`config.mk`:
```
export PLATFORM = sky130hd
export DESIGN_NAME = video_axi_read_arbiter
export DESIGN_NICKNAME = d
export VERILOG_FILES = /design/src/rtl/video_axi_read_arbiter.sv
export SDC_FILE = /design/constraint.sdc
export NUM_CORES = 1
export LEC_CHECK = 0
export ABC_CLOCK_PERIOD_IN_PS = 3200
export BUFFER_PORTS_ARGS = -buffer_cell sky130_fd_sc_hd__buf_2
export CAP_MARGIN = 20
export CORE_ASPECT_RATIO = 1.1
export CORE_MARGIN = 4
export CORE_UTILIZATION = 43
export CTS_BUF_LIST = sky130_fd_sc_hd__clkbuf_2 sky130_fd_sc_hd__clkbuf_4 sky130_fd_sc_hd__clkbuf_8
export CTS_CLUSTER_DIAMETER = 60
export DETAILED_ROUTE_END_ITERATION = 8
export PLACE_DENSITY = 0.81
export SKIP_CTS_REPAIR_TIMING = 1
export SYNTH_ARGS = -nofsm -noshare
export SYNTH_HDL_FRONTEND = slang
export SYNTH_SLANG_ARGS = --single-unit
```
`constraint.sdc`:
```
create_clock -name clk -period 3.2 [get_ports clk]
set_input_delay 0 -clock clk [delete_from_list [all_inputs] [get_ports clk]]
set_output_delay 0 -clock clk [all_outputs]
set_load 0.01 [all_outputs]
```
`src/rtl/video_axi_read_arbiter.sv`:
```
// Two-master AXI4 read arbiter: master 0 (video) has priority bounded by a starvation limit for master 1.
// AR is registered in a single slot; R beats route combinationally to the burst owner held in an in-order FIFO.
module video_axi_read_arbiter #(
    parameter int MAX_OUTSTANDING = 4,
    parameter int STARVE_LIMIT    = 4
) (
    input  logic        clk,
    input  logic        reset_n,

    input  logic        m0_axi_ar_valid,
    output logic        m0_axi_ar_ready,
    input  logic [31:0] m0_axi_ar_payload_addr,
    input  logic [7:0]  m0_axi_ar_payload_len,
    input  logic [1:0]  m0_axi_ar_payload_burst,
    output logic        m0_axi_r_valid,
    input  logic        m0_axi_r_ready,
    output logic [31:0] m0_axi_r_payload_data,
    output logic        m0_axi_r_payload_last,

    input  logic        m1_axi_ar_valid,
    output logic        m1_axi_ar_ready,
    input  logic [31:0] m1_axi_ar_payload_addr,
    input  logic [7:0]  m1_axi_ar_payload_len,
    input  logic [1:0]  m1_axi_ar_payload_burst,
    output logic        m1_axi_r_valid,
    input  logic        m1_axi_r_ready,
    output logic [31:0] m1_axi_r_payload_data,
    output logic        m1_axi_r_payload_last,

    output logic        s_axi_ar_valid,
    input  logic        s_axi_ar_ready,
    output logic [31:0] s_axi_ar_payload_addr,
    output logic [7:0]  s_axi_ar_payload_len,
    output logic [1:0]  s_axi_ar_payload_burst,
    input  logic        s_axi_r_valid,
    output logic        s_axi_r_ready,
    input  logic [31:0] s_axi_r_payload_data,
    input  logic        s_axi_r_payload_last,

    output logic        protocol_err
);

    localparam int              PW         = (MAX_OUTSTANDING > 1) ? $clog2(MAX_OUTSTANDING) : 1;
    localparam logic [PW:0]     CNT_FULL   = (PW+1)'(MAX_OUTSTANDING);
    localparam logic [PW:0]     CNT_ONE    = (PW+1)'(1);
    localparam logic [PW-1:0]   PTR_ONE    = PW'(1);
    localparam logic [3:0]      STARVE_MAX = 4'(STARVE_LIMIT);

    logic                       slot_valid_q, slot_valid_d;
    logic [31:0]                slot_addr_q, slot_addr_d;
    logic [7:0]                 slot_len_q, slot_len_d;
    logic [1:0]                 slot_burst_q, slot_burst_d;
    logic [MAX_OUTSTANDING-1:0] owner_q, owner_d;
    logic [PW-1:0]              head_q, head_d;
    logic [PW-1:0]              tail_q, tail_d;
    logic [PW:0]                count_q, count_d;
    logic [3:0]                 starve_q, starve_d;
    logic                       err_q, err_d;

    logic fifo_empty, fifo_full, slot_free, can_accept;
    logic grant_0, grant_1, accept, owner_head, pop;

    assign fifo_empty = (count_q == '0);
    assign fifo_full  = (count_q == CNT_FULL);
    assign slot_free  = ~slot_valid_q | s_axi_ar_ready;
    // reset_n gating keeps both ar_ready outputs low for the whole reset pulse
    assign can_accept = slot_free & ~fifo_full & reset_n;

    assign grant_1 = m1_axi_ar_valid & (~m0_axi_ar_valid | (starve_q == STARVE_MAX));
    assign grant_0 = m0_axi_ar_valid & ~grant_1;

    assign m0_axi_ar_ready = can_accept & grant_0;
    assign m1_axi_ar_ready = can_accept & grant_1;
    assign accept          = m0_axi_ar_ready | m1_axi_ar_ready;

    assign s_axi_ar_valid         = slot_valid_q;
    assign s_axi_ar_payload_addr  = slot_addr_q;
    assign s_axi_ar_payload_len   = slot_len_q;
    assign s_axi_ar_payload_burst = slot_burst_q;

    assign owner_head     = owner_q[head_q];
    assign s_axi_r_ready  = ~fifo_empty & (owner_head ? m1_axi_r_ready : m0_axi_r_ready);
    assign m0_axi_r_valid = s_axi_r_valid & ~fifo_empty & ~owner_head;
    assign m1_axi_r_valid = s_axi_r_valid & ~fifo_empty & owner_head;

    assign m0_axi_r_payload_data = s_axi_r_payload_data;
    assign m1_axi_r_payload_data = s_axi_r_payload_data;
    assign m0_axi_r_payload_last = s_axi_r_payload_last;
    assign m1_axi_r_payload_last = s_axi_r_payload_last;

    assign pop          = s_axi_r_valid & s_axi_r_ready & s_axi_r_payload_last;
    assign protocol_err = err_q;

    always_comb begin
        slot_valid_d = slot_valid_q;
        slot_addr_d  = slot_addr_q;
        slot_len_d   = slot_len_q;
        slot_burst_d = slot_burst_q;
        owner_d      = owner_q;
        head_d       = head_q;
        tail_d       = tail_q;
        count_d      = count_q;
        starve_d     = starve_q;
        err_d        = err_q | (s_axi_r_valid & fifo_empty);

        if (accept) begin
            slot_valid_d    = 1'b1;
            slot_addr_d     = m1_axi_ar_ready ? m1_axi_ar_payload_addr  : m0_axi_ar_payload_addr;
            slot_len_d      = m1_axi_ar_ready ? m1_axi_ar_payload_len   : m0_axi_ar_payload_len;
            slot_burst_d    = m1_axi_ar_ready ? m1_axi_ar_payload_burst : m0_axi_ar_payload_burst;
            owner_d[tail_q] = m1_axi_ar_ready;
            tail_d          = tail_q + PTR_ONE;
        end else if (s_axi_ar_ready) begin
            slot_valid_d = 1'b0;
        end

        if (pop) begin
            head_d = head_q + PTR_ONE;
        end

        case ({accept, pop})
            2'b10:   count_d = count_q + CNT_ONE;
            2'b01:   count_d = count_q - CNT_ONE;
            default: count_d = count_q;
        endcase

        // master 1 never waits more than STARVE_LIMIT consecutive master-0 grants
        if (~m1_axi_ar_valid | m1_axi_ar_ready) begin
            starve_d = 4'd0;
        end else if (m0_axi_ar_ready && (starve_q != STARVE_MAX)) begin
            starve_d = starve_q + 4'd1;
        end
    end

    always_ff @(posedge clk or negedge reset_n) begin
        if (!reset_n) begin
            slot_valid_q <= 1'b0;
            slot_addr_q  <= '0;
            slot_len_q   <= '0;
            slot_burst_q <= '0;
            owner_q      <= '0;
            head_q       <= '0;
            tail_q       <= '0;
            count_q      <= '0;
            starve_q     <= '0;
            err_q        <= 1'b0;
        end else begin
            slot_valid_q <= slot_valid_d;
            slot_addr_q  <= slot_addr_d;
            slot_len_q   <= slot_len_d;
            slot_burst_q <= slot_burst_d;
            owner_q      <= owner_d;
            head_q       <= head_d;
            tail_q       <= tail_d;
            count_q      <= count_d;
            starve_q     <= starve_d;
            err_q        <= err_d;
        end
    end

endmodule
```
**Yosys cells after proc, flatten, opt, wreduce, memory -nomap -nowiden**

Cells that the tools add are included.

- Input bits: 125
- Logic and storage cells: 68
- Output and inout bits: 115
- Register bits after elaboration: 59

- $add $sub $neg: 5
- Equality and inequality tests: 5
- Multiplexer cells: 14
- $lt $le $gt $ge: 3
- Bitwise gates (word level): 25
- Reductions and logical operators: 6

Operator list:

| kind | number |
|---|---|
| $mux W32 | 1 |
| $and A1 B1 Y1 | 13 |
| $mux W4 | 2 |
| $mux W8 | 1 |
| $not A1 Y1 | 7 |
| $lt A2 B3 Y1 const B | 2 |
| $pmux W3 S2 | 1 |
| $reduce_bool A2 Y1 | 3 |
| $mux W1 | 5 |
| $or A1 B1 Y1 | 5 |
| $add A2 B1 Y2 const B | 2 |
| $add A4 B1 Y4 const B | 1 |
| $bwmux W4 | 1 |
| $eq A4 B3 Y1 const B | 1 |
| $ne A4 B3 Y1 const B | 1 |
| $add A3 B1 Y3 const B | 1 |
| $eq A3 B3 Y1 const B | 1 |
| $logic_not A3 Y1 | 1 |
| $sub A3 B1 Y3 const B | 1 |
| $bmux W1 S2 | 1 |
| $demux W1 S2 | 1 |
| $eq A2 B1 Y1 const B | 1 |
| $eq A2 B2 Y1 const B | 1 |
| $ge A2 B1 Y1 const B | 1 |
| other kinds (2) | 3 |

**Longest topological paths before layout**

Gate-level depths: netlist of run 1.

- Depth in word-level cells: 9
- Depth in mapped cells: 10
- Gate-level depth less buffers: 10

**Least setup slack after synthesis of run 1**

No wires, ideal clock.

- Path type: register to register
- Start point: register count_q[1]
- End point: register count_q[2]
- Period minus slack after synthesis: 2.398 ns
- Arrival time: 2.319 ns
- Cell stages (with the launch flop): 10
- Slack: 0.802 ns
- Buffers on the path: 1
- Library setup time: 0.079 ns
- Required time: 3.121 ns
- Path through: dfrtp_1 or3b_1 o2111ai_1 buf_2 ha_1 inv_1 fa_1 xor2_1 nor2_1 xor2_1

- Longest elaborated chain between the ends: 8
- Elaborated cells on any way between the ends: 18
- Those cells by class: add/sub: 2; eq/ne: 3; mux: 1; bitwise: 10; reduce/logical: 2

RTL lines:

| element | line | source |
|---|---|---|
| start: declaration | 56 | `logic [PW:0] count_q, count_d;` |
| start signal: assignment | 155 | `count_q <= count_d;` |
| $eq A3 B3 Y1 | 64 | `assign fifo_full = (count_q == CNT_FULL);` |
| $not A1 Y1 | 67 | `assign can_accept = slot_free & ~fifo_full & reset_n;` |
| $and A1 B1 Y1 (2 in a row) | 67 |  |
| $and A1 B1 Y1, on equally long branches | 72, 73 |  |
| $or A1 B1 Y1 | 74 | `assign accept = m0_axi_ar_ready \| m1_axi_ar_ready;` |
| $eq A2 B1 Y1 or $eq A2 B2 Y1 (tied branches) | 121 | `case ({accept, pop})` |
| $pmux W3 S2 or $reduce_bool A2 Y1 (tied branches) | n/a |  |

Parallel ways exist; a longest one is shown, timed or not.
A chain may end at the register's enable or synchronous reset.

**Worst setup path in the final report of run 1**

- Start point: register starve_q[0]
- End point: register slot_addr_q[29], in the netlist s_axi_ar_payload_addr[29]

- Longest elaborated chain between the ends: 7
- Elaborated cells on any way between the ends: 9
- Those cells by class: eq/ne: 1; mux: 1; bitwise: 7

RTL lines:

| element | line | source |
|---|---|---|
| start: declaration | 57 | `logic [3:0] starve_q, starve_d;` |
| start signal: assignment | 156 | `starve_q <= starve_d;` |
| $eq A4 B3 Y1 (*) | 69 | `assign grant_1 = m1_axi_ar_valid & (~m0_axi_ar_valid \| (starve_q == STARVE_MAX));` |
| $or A1 B1 Y1 (*) | 69 |  |
| $and A1 B1 Y1 (*) | 69 |  |
| $not A1 Y1 | 70 | `assign grant_0 = m0_axi_ar_valid & ~grant_1;` |
| $and A1 B1 Y1 | 70 |  |
| $and A1 B1 Y1 | 72 | `assign m0_axi_ar_ready = can_accept & grant_0;` |
| $or A1 B1 Y1 | 74 |  |
| end signal: assignment | 149 | `slot_addr_q <= slot_addr_d;` |
| end: declaration | 50 | `logic [31:0] slot_addr_q, slot_addr_d;` |

Mark *: on every way between the ends. The rest lies on a longest branch, timed or not.

==> results.py, run 1 <==
metrics = {
    "clock_network": {
        "cts_tree": "built",
        "clk_latency_ns": 0.33,
        "cts_buffers": 9,
        "cts.sinks": 59,
        "clock_path_buffers": 2,
        "path_clk_slew_ns": 0.06,
        "htree_num_levels": 3,
        "clockRootBuffer": "clkbuf_8",
    },
    "drt": {
        "drt-initial-drc-count": 116,
        "wl_um": 9945,
        "drtAntennaViolNets": 0,
        "via_count": 2918,
        "wl_per_cell_um": 17.30,
        "first_pass_iters": 4,
        "drc_errors": 0,
        "vias_per_cell": 5.075,
    },
    "layout": {
        "layout_commonest_cell": "buf_2",
        "final_cell_mix": "buf_2, dlygate4sd3_1, dfrtp_1, and2_1, a221o_1",
        "finalNetCount": 600,
        "antennaDiodeCount": 0,
        "drive_gt1_share_pct": 37.45,
        "postLayoutCellArea_um2": 4737,
        "syn2layout_area_growth_pct": 40.22,
    },
    "sta": {
        "rsz0062_at_grt": "no",
        "max_freq_mhz": 368.4,
        "period_minus_slack_ns": 2.715,
        "finClkSkew_ns": 0.008821,
        "relSlewSlack_pct": 48.25,
        "slew_violations": 0,
        "finalSetupViolations": 0,
        "fin_crit_sh_pct": 84.83,
        "finalHoldViolations": 0,
        "tightest_slew_ns": 0.7763,
        "tns_ns": 0,
    },
    "die": {
        "die_w_um": 92.51,
        "rows": 33,
        "die_height_um": 101.0,
        "coreArea_um2": 7556,
        "ios": 240,
        "start_util_pct": 44.71,
        "die_area_um2": 9340,
    },
    "yosys": {
        "syn_area_per_cell_um2": 11.19,
        "ys.warnings.count": 0,
        "synth_nets": 435,
        "synthDistinctLibCells": 37,
        "ys_seq_area_share_pct": 43.70,
        "syn_area_um2": 3378,
        "synthCells": 302,
        "synth-seq-cells": 59,
    },
    "worst_setup_path": {
        "required_ns": 3.41,
        "start_kind": "flip-flop",
        "cp.arrival_ns": 2.92,
        "path_max_fanout": 34,
        "critical_path_class": "flip-flop to flip-flop",
        "cp-end-kind": "flip-flop",
    },
    "grt": {
        "grt_usage_pct": 17.37,
        "grt_overflow_total": 0,
        "grt_pass1_vias": 2626,
        "use_met1_pct": 20.69,
        "grt_antenna_before_repair": 1,
        "busiest_layer": "met2",
        "grt_pass1_wl_um": 12590,
        "grt_max_degree": 61,
        "grt_use_met3_pct": 6.273,
        "use_met2_pct": 28.40,
    },
    "placed_design": {
        "port_buffers": 143,
        "dp_hpwl_um": 5828,
        "place_area_um2": 3666,
        "gp_congestion": 0.7944,
    },
    "power_and_ir_drop": {
        "power_leakage_nw": 2.324,
        "powerDensity_nw_per_um2": 764.8,
        "max-vdd-ir-drop_mv": 0.3750,
    },
    "run": {
        "max_cap_violations": 0,
    },
    "status": {
        "status": "finished, final reports clean",
    },
    "worst_hold_path": {
        "worstHoldPathType": "input port to output pin",
    },
}
## registers in the layout (all words and copies together) (netlist names)
register / flops
s_axi_ar_payload_addr: 32
s_axi_ar_valid: 1
head_q: 2
protocol_err: 1
tail_q: 2
count_q: 3
starve_q: 4
owner_q: 4
s_axi_ar_payload_len: 8
s_axi_ar_payload_burst: 2
## routing by layer
metal | share of wire, % | vias to the layer above
li1 | - | 1339
met1 | 39 | 1403
met2 | 51 | 146
met3 | 7.4 | 28
met4 | 2.5 | 2
met5 | 0.20 | -
## synthesized netlist by cell type, drive strengths merged
cell     number  area share [%]
nor3b         2            0.44
nor3          1            0.15
clkbuf        4            0.44
xor2          3            0.78
o221a         9             3.0
inv           9             1.3
and3          1            0.19
xnor2         2            0.52
or3b          1            0.26
buf          75              17
mux2i         6             1.8
nor2b         2            0.37
nand3b        2            0.81
nand2         6             1.1
o21ai         4            0.59
o31ai         1            0.22
mux2          1            0.33
nand4b        1            0.26
nor2          5            0.56
ha            7             2.6
nand2b       10             1.9
o2111ai       1            0.26
a21boi        5             1.2
a221o        33             9.8
and2         35             6.5
fa            1            0.59
a21o          1            0.22
dfrtp        59              44
a32o          4             1.2
or3           1            0.19
nand3        10             1.5
## report_power, final
group,switching [W],internal (W),total (W)
registers,0.000191,0.00105,0.00124
clock network,0.000284,0.000414,0.000697
logic,0.000721,0.000962,0.00168
## stage by stage
stage / hold slack (ns) / power, W / instances / setup WS [ns] / utilization [%]
after CTS: -0.1262 / 0.003231 / 488 / 0.9060 / 51.17
after floorplan: -0.2956 / 0.002115 / 302 / 0.8019 / -
after detailed placement: 0.0001003 / 0.002519 / 474 / 0.9029 / 48.52
after global placement: 0.0001003 / 0.002480 / 474 / 1.053 / 48.52
final: 0.000004463 / 0.003623 / 575 / 0.4854 / 62.69
after global routing: 0.00003014 / 0.003863 / 575 / 0.3618 / 62.69
## layout make-up
type / count / area [um2]
repair buffers: 233 / 1609
clock inverters: 2 / 35.03
well taps: 105 / 131.4
clock buffers: 12 / 165.2
flip-flops and latches: 59 / 1476
inverters: 9 / 43.79
multi-input cells: 155 / 1276
fillers: 591 / 2819
## path summary, 6_finish.rpt
check / depth (start not counted) / endpoint / from / slack [ns]
worst min-delay path: 0 / m0_axi_r_payload_data[10] / s_axi_r_payload_data[10] / 0.000004
worst max-delay path: 8 / s_axi_ar_payload_addr[29] / starve_q[0] / 0.49
min in group asynchronous: 3 / owner_q[2] / reset_n / 0.45
worst min register to register: 1 / protocol_err / protocol_err / 0.46
worst max register to register: 8 / s_axi_ar_payload_addr[29] / starve_q[0] / 0.49
max in group asynchronous: 3 / starve_q[2] / reset_n / 2.21
## kinds of logic after synthesis
kind of cell | synth area share, %
adder cells (fa/ha/maj) | 3.185
buffers and inverters | 19.04
XOR/XNOR | 1.297
flip-flops | 43.70
multiplexers | 2.111
AO/OA/AOI/OAI | 16.48
AND/OR/NAND/NOR | 14.19
## critical path, cell delays in order, from the launching register on
cell           delay, ns
dfrtp_1             0.40
inv_1               0.09
ha_1                0.17
nand3b_1            0.12
a21boi_2            0.45
nand3b_4            0.33
inv_6               0.14
a221o_1             0.32
dlygate4sd3_1       0.57
Note: power is estimated with default switching activity, not from simulation.
==> run 2: changes to the inputs <==
- ABC_CLOCK_PERIOD_IN_PS: 3200 -> 2700
- clock period: 3.2 -> 2.7 ns (I/O delays scaled with it)
==> run 2 against run 1 <==
Compared with the run above: cell count rose by 0.17%; core utilization barely moved; combinational power is essentially flat; wire length rose by 1.5%; flip-flop and latch count unchanged; critical path type unchanged; sequential power up 19%; total power increased by 10%; sequential share of layout area hardly changed; clock-buffer cell count rose by 1; critical path depth shrank 3.
==> results.py, run 2 (synthesis results as in run 1) <==
metrics = {
    "status": {
        "status": "finished, final reports clean",
    },
    "sta": {
        "tightest_slew_ns": 0.6839,
        "finClkSkew_ns": 0.008553,
        "finalHoldViolations": 0,
        "finalSetupViolations": 0,
        "tns_ns": 0,
        "rsz0062_at_grt": "no",
        "relSlewSlack_pct": 54.41,
        "slew_violations": 0,
        "fin_crit_sh_pct": 95.52,
        "max_freq_mhz": 387.8,
        "hold_slack_ns": 0.000004463,
        "period_minus_slack_ns": 2.579,
    },
    "layout": {
        "largest_register_ffs": 32,
        "postLayoutCellArea_um2": 4738,
        "final_cell_mix": "buf_2, dlygate4sd3_1, dfrtp_1, and2_1, a221o_1",
        "final_cells": 576,
        "finalNetCount": 600,
        "drive_gt1_share_pct": 37.58,
        "layout_commonest_cell": "buf_2",
        "syn2layout_area_growth_pct": 40.26,
        "antennaDiodeCount": 0,
    },
    "grt": {
        "grt_usage_pct": 16.92,
        "grt_antenna_before_repair": 0,
        "grt_overflow_total": 0,
        "grt_pass1_wl_um": 12280,
        "grt_max_degree": 46,
        "grt_pass1_vias": 2620,
    },
    "worst_setup_path": {
        "required_ns": 2.91,
        "start_kind": "flip-flop",
        "r2r-start": "count_q[2]",
        "crit_end": "s_axi_ar_payload_addr[14]",
        "reg2regPathDepth": 5,
        "critical_path_class": "flip-flop to flip-flop",
        "path_max_fanout": 14,
        "cp-end-kind": "flip-flop",
        "cp-startpoint": "count_q[2]",
        "r2r_setup_slack_ns": 0.12,
        "cp.arrival_ns": 2.79,
        "rr_endpoint": "s_axi_ar_payload_addr[14]",
    },
    "power_and_ir_drop": {
        "p_int_w": 0.002638,
        "power_frac_seq_pct": 36.8,
        "power_switching_w": 0.001353,
        "power_leakage_nw": 2.292,
        "comb_power_share_pct": 42.6,
        "powerDensity_nw_per_um2": 842.4,
        "clock_power_share_pct": 20.6,
        "p_total_w": 0.003992,
        "power_switching_share_pct": 33.90,
        "max-vdd-ir-drop_mv": 0.3572,
    },
    "clock_network": {
        "cts_buffers": 9,
        "htree_num_levels": 3,
        "clk_latency_ns": 0.33,
        "path_clk_slew_ns": 0.06,
        "clock_path_buffers": 2,
        "cts_tree": "built",
        "clockRootBuffer": "clkbuf_8",
        "cts.sinks": 59,
    },
    "placed_design": {
        "dp_cells": 474,
        "gp_congestion": 0.7600,
        "place_area_um2": 3666,
        "port_buffers": 143,
        "dp_hpwl_um": 6010,
    },
    "drt": {
        "drtAntennaViolNets": 0,
        "first_pass_iters": 5,
        "wl_per_cell_um": 17.53,
        "drc_errors": 0,
        "via_count": 2946,
        "vias_per_cell": 5.115,
        "drt-initial-drc-count": 167,
        "wl_um": 10100,
    },
    "die": {
        "die_area_um2": 9340,
        "rows": 33,
        "die_w_um": 92.51,
        "coreArea_um2": 7556,
        "ios": 240,
        "start_util_pct": 44.71,
        "die_height_um": 101.0,
    },
    "run": {
        "max_cap_violations": 0,
    },
    "worst_hold_path": {
        "worstHoldPathType": "input port to output pin",
    },
}
==> run 2: cell types whose count changed in the layout (fill, tap and decap cells not counted), sizes merged <==
cell | previous run | this run
clkbuf | 12 | 13
==> run 2: how the worst min path moves through the flow <==
| stage | from | to | slack (ns) | depth (start not counted) |
|---|---|---|---|---|
| after floorplan | reset_n | count_q[0] | -0.30 | 0 |
| after detailed placement | reset_n | count_q[1] | -0.04 | 1 |
| final | s_axi_r_payload_data[10] | m0_axi_r_payload_data[10] | 0.000004 | 0 |
| after CTS | reset_n | s_axi_ar_payload_len[6] | -0.40 | 1 |
| after global routing | s_axi_r_payload_data[1] | m1_axi_r_payload_data[1] | 0.00003 | 0 |
| after global placement | reset_n | count_q[1] | -0.04 | 1 |
==> run 2: metrics by stage <==
stage	setup WS, ns	utilization (%)
finish	0.1210	62.71
global route	0.006310	62.71
global placement	0.5668	48.52
floorplan	0.3019	-
detailed placement	0.4114	48.52
CTS	0.2567	51.18
==> run 2: cell type report <==
cell class                      instances  area (um2)
Clock buffer                           13       166.4
Inverter                                9       43.79
Tap cell                              105       131.4
Clock inverter                          2       35.03
Timing Repair Buffer                  233        1609
Sequential cell                        59        1476
Fill cell                             608        2818
Multi-Input combinational cell        155        1276
==> run 2: power groups by stage <==
stage	registers (W)	logic [W]	clock network [W]
6_report	0.00147	0.00170	0.000821
5_1_grt	0.00152	0.00184	0.000885
4_1_cts	0.00147	0.00152	0.000844
3_5_place_dp	0.00147	0.00152	0
3_3_place_gp	0.00146	0.00147	0
2_1_floorplan	0.00158	0.000930	0
==> run 2: worst max-delay path: stages (launching register included) <==
cell and delay, ns:
dfrtp_1 0.41, or3b_1 0.26, and3_1 0.63, nand3b_4 0.30, o221a_2 0.31, dlygate4sd3_1 0.55
==> run 2: routing by layer <==
metal,GRT usage [%],vias up,share of wire (%)
met5,0,-,0
met4,9.943,0,3.9
met3,4.854,35,8.3
met2,28.74,184,49
met1,18.87,1387,39
li1,-,1340,-
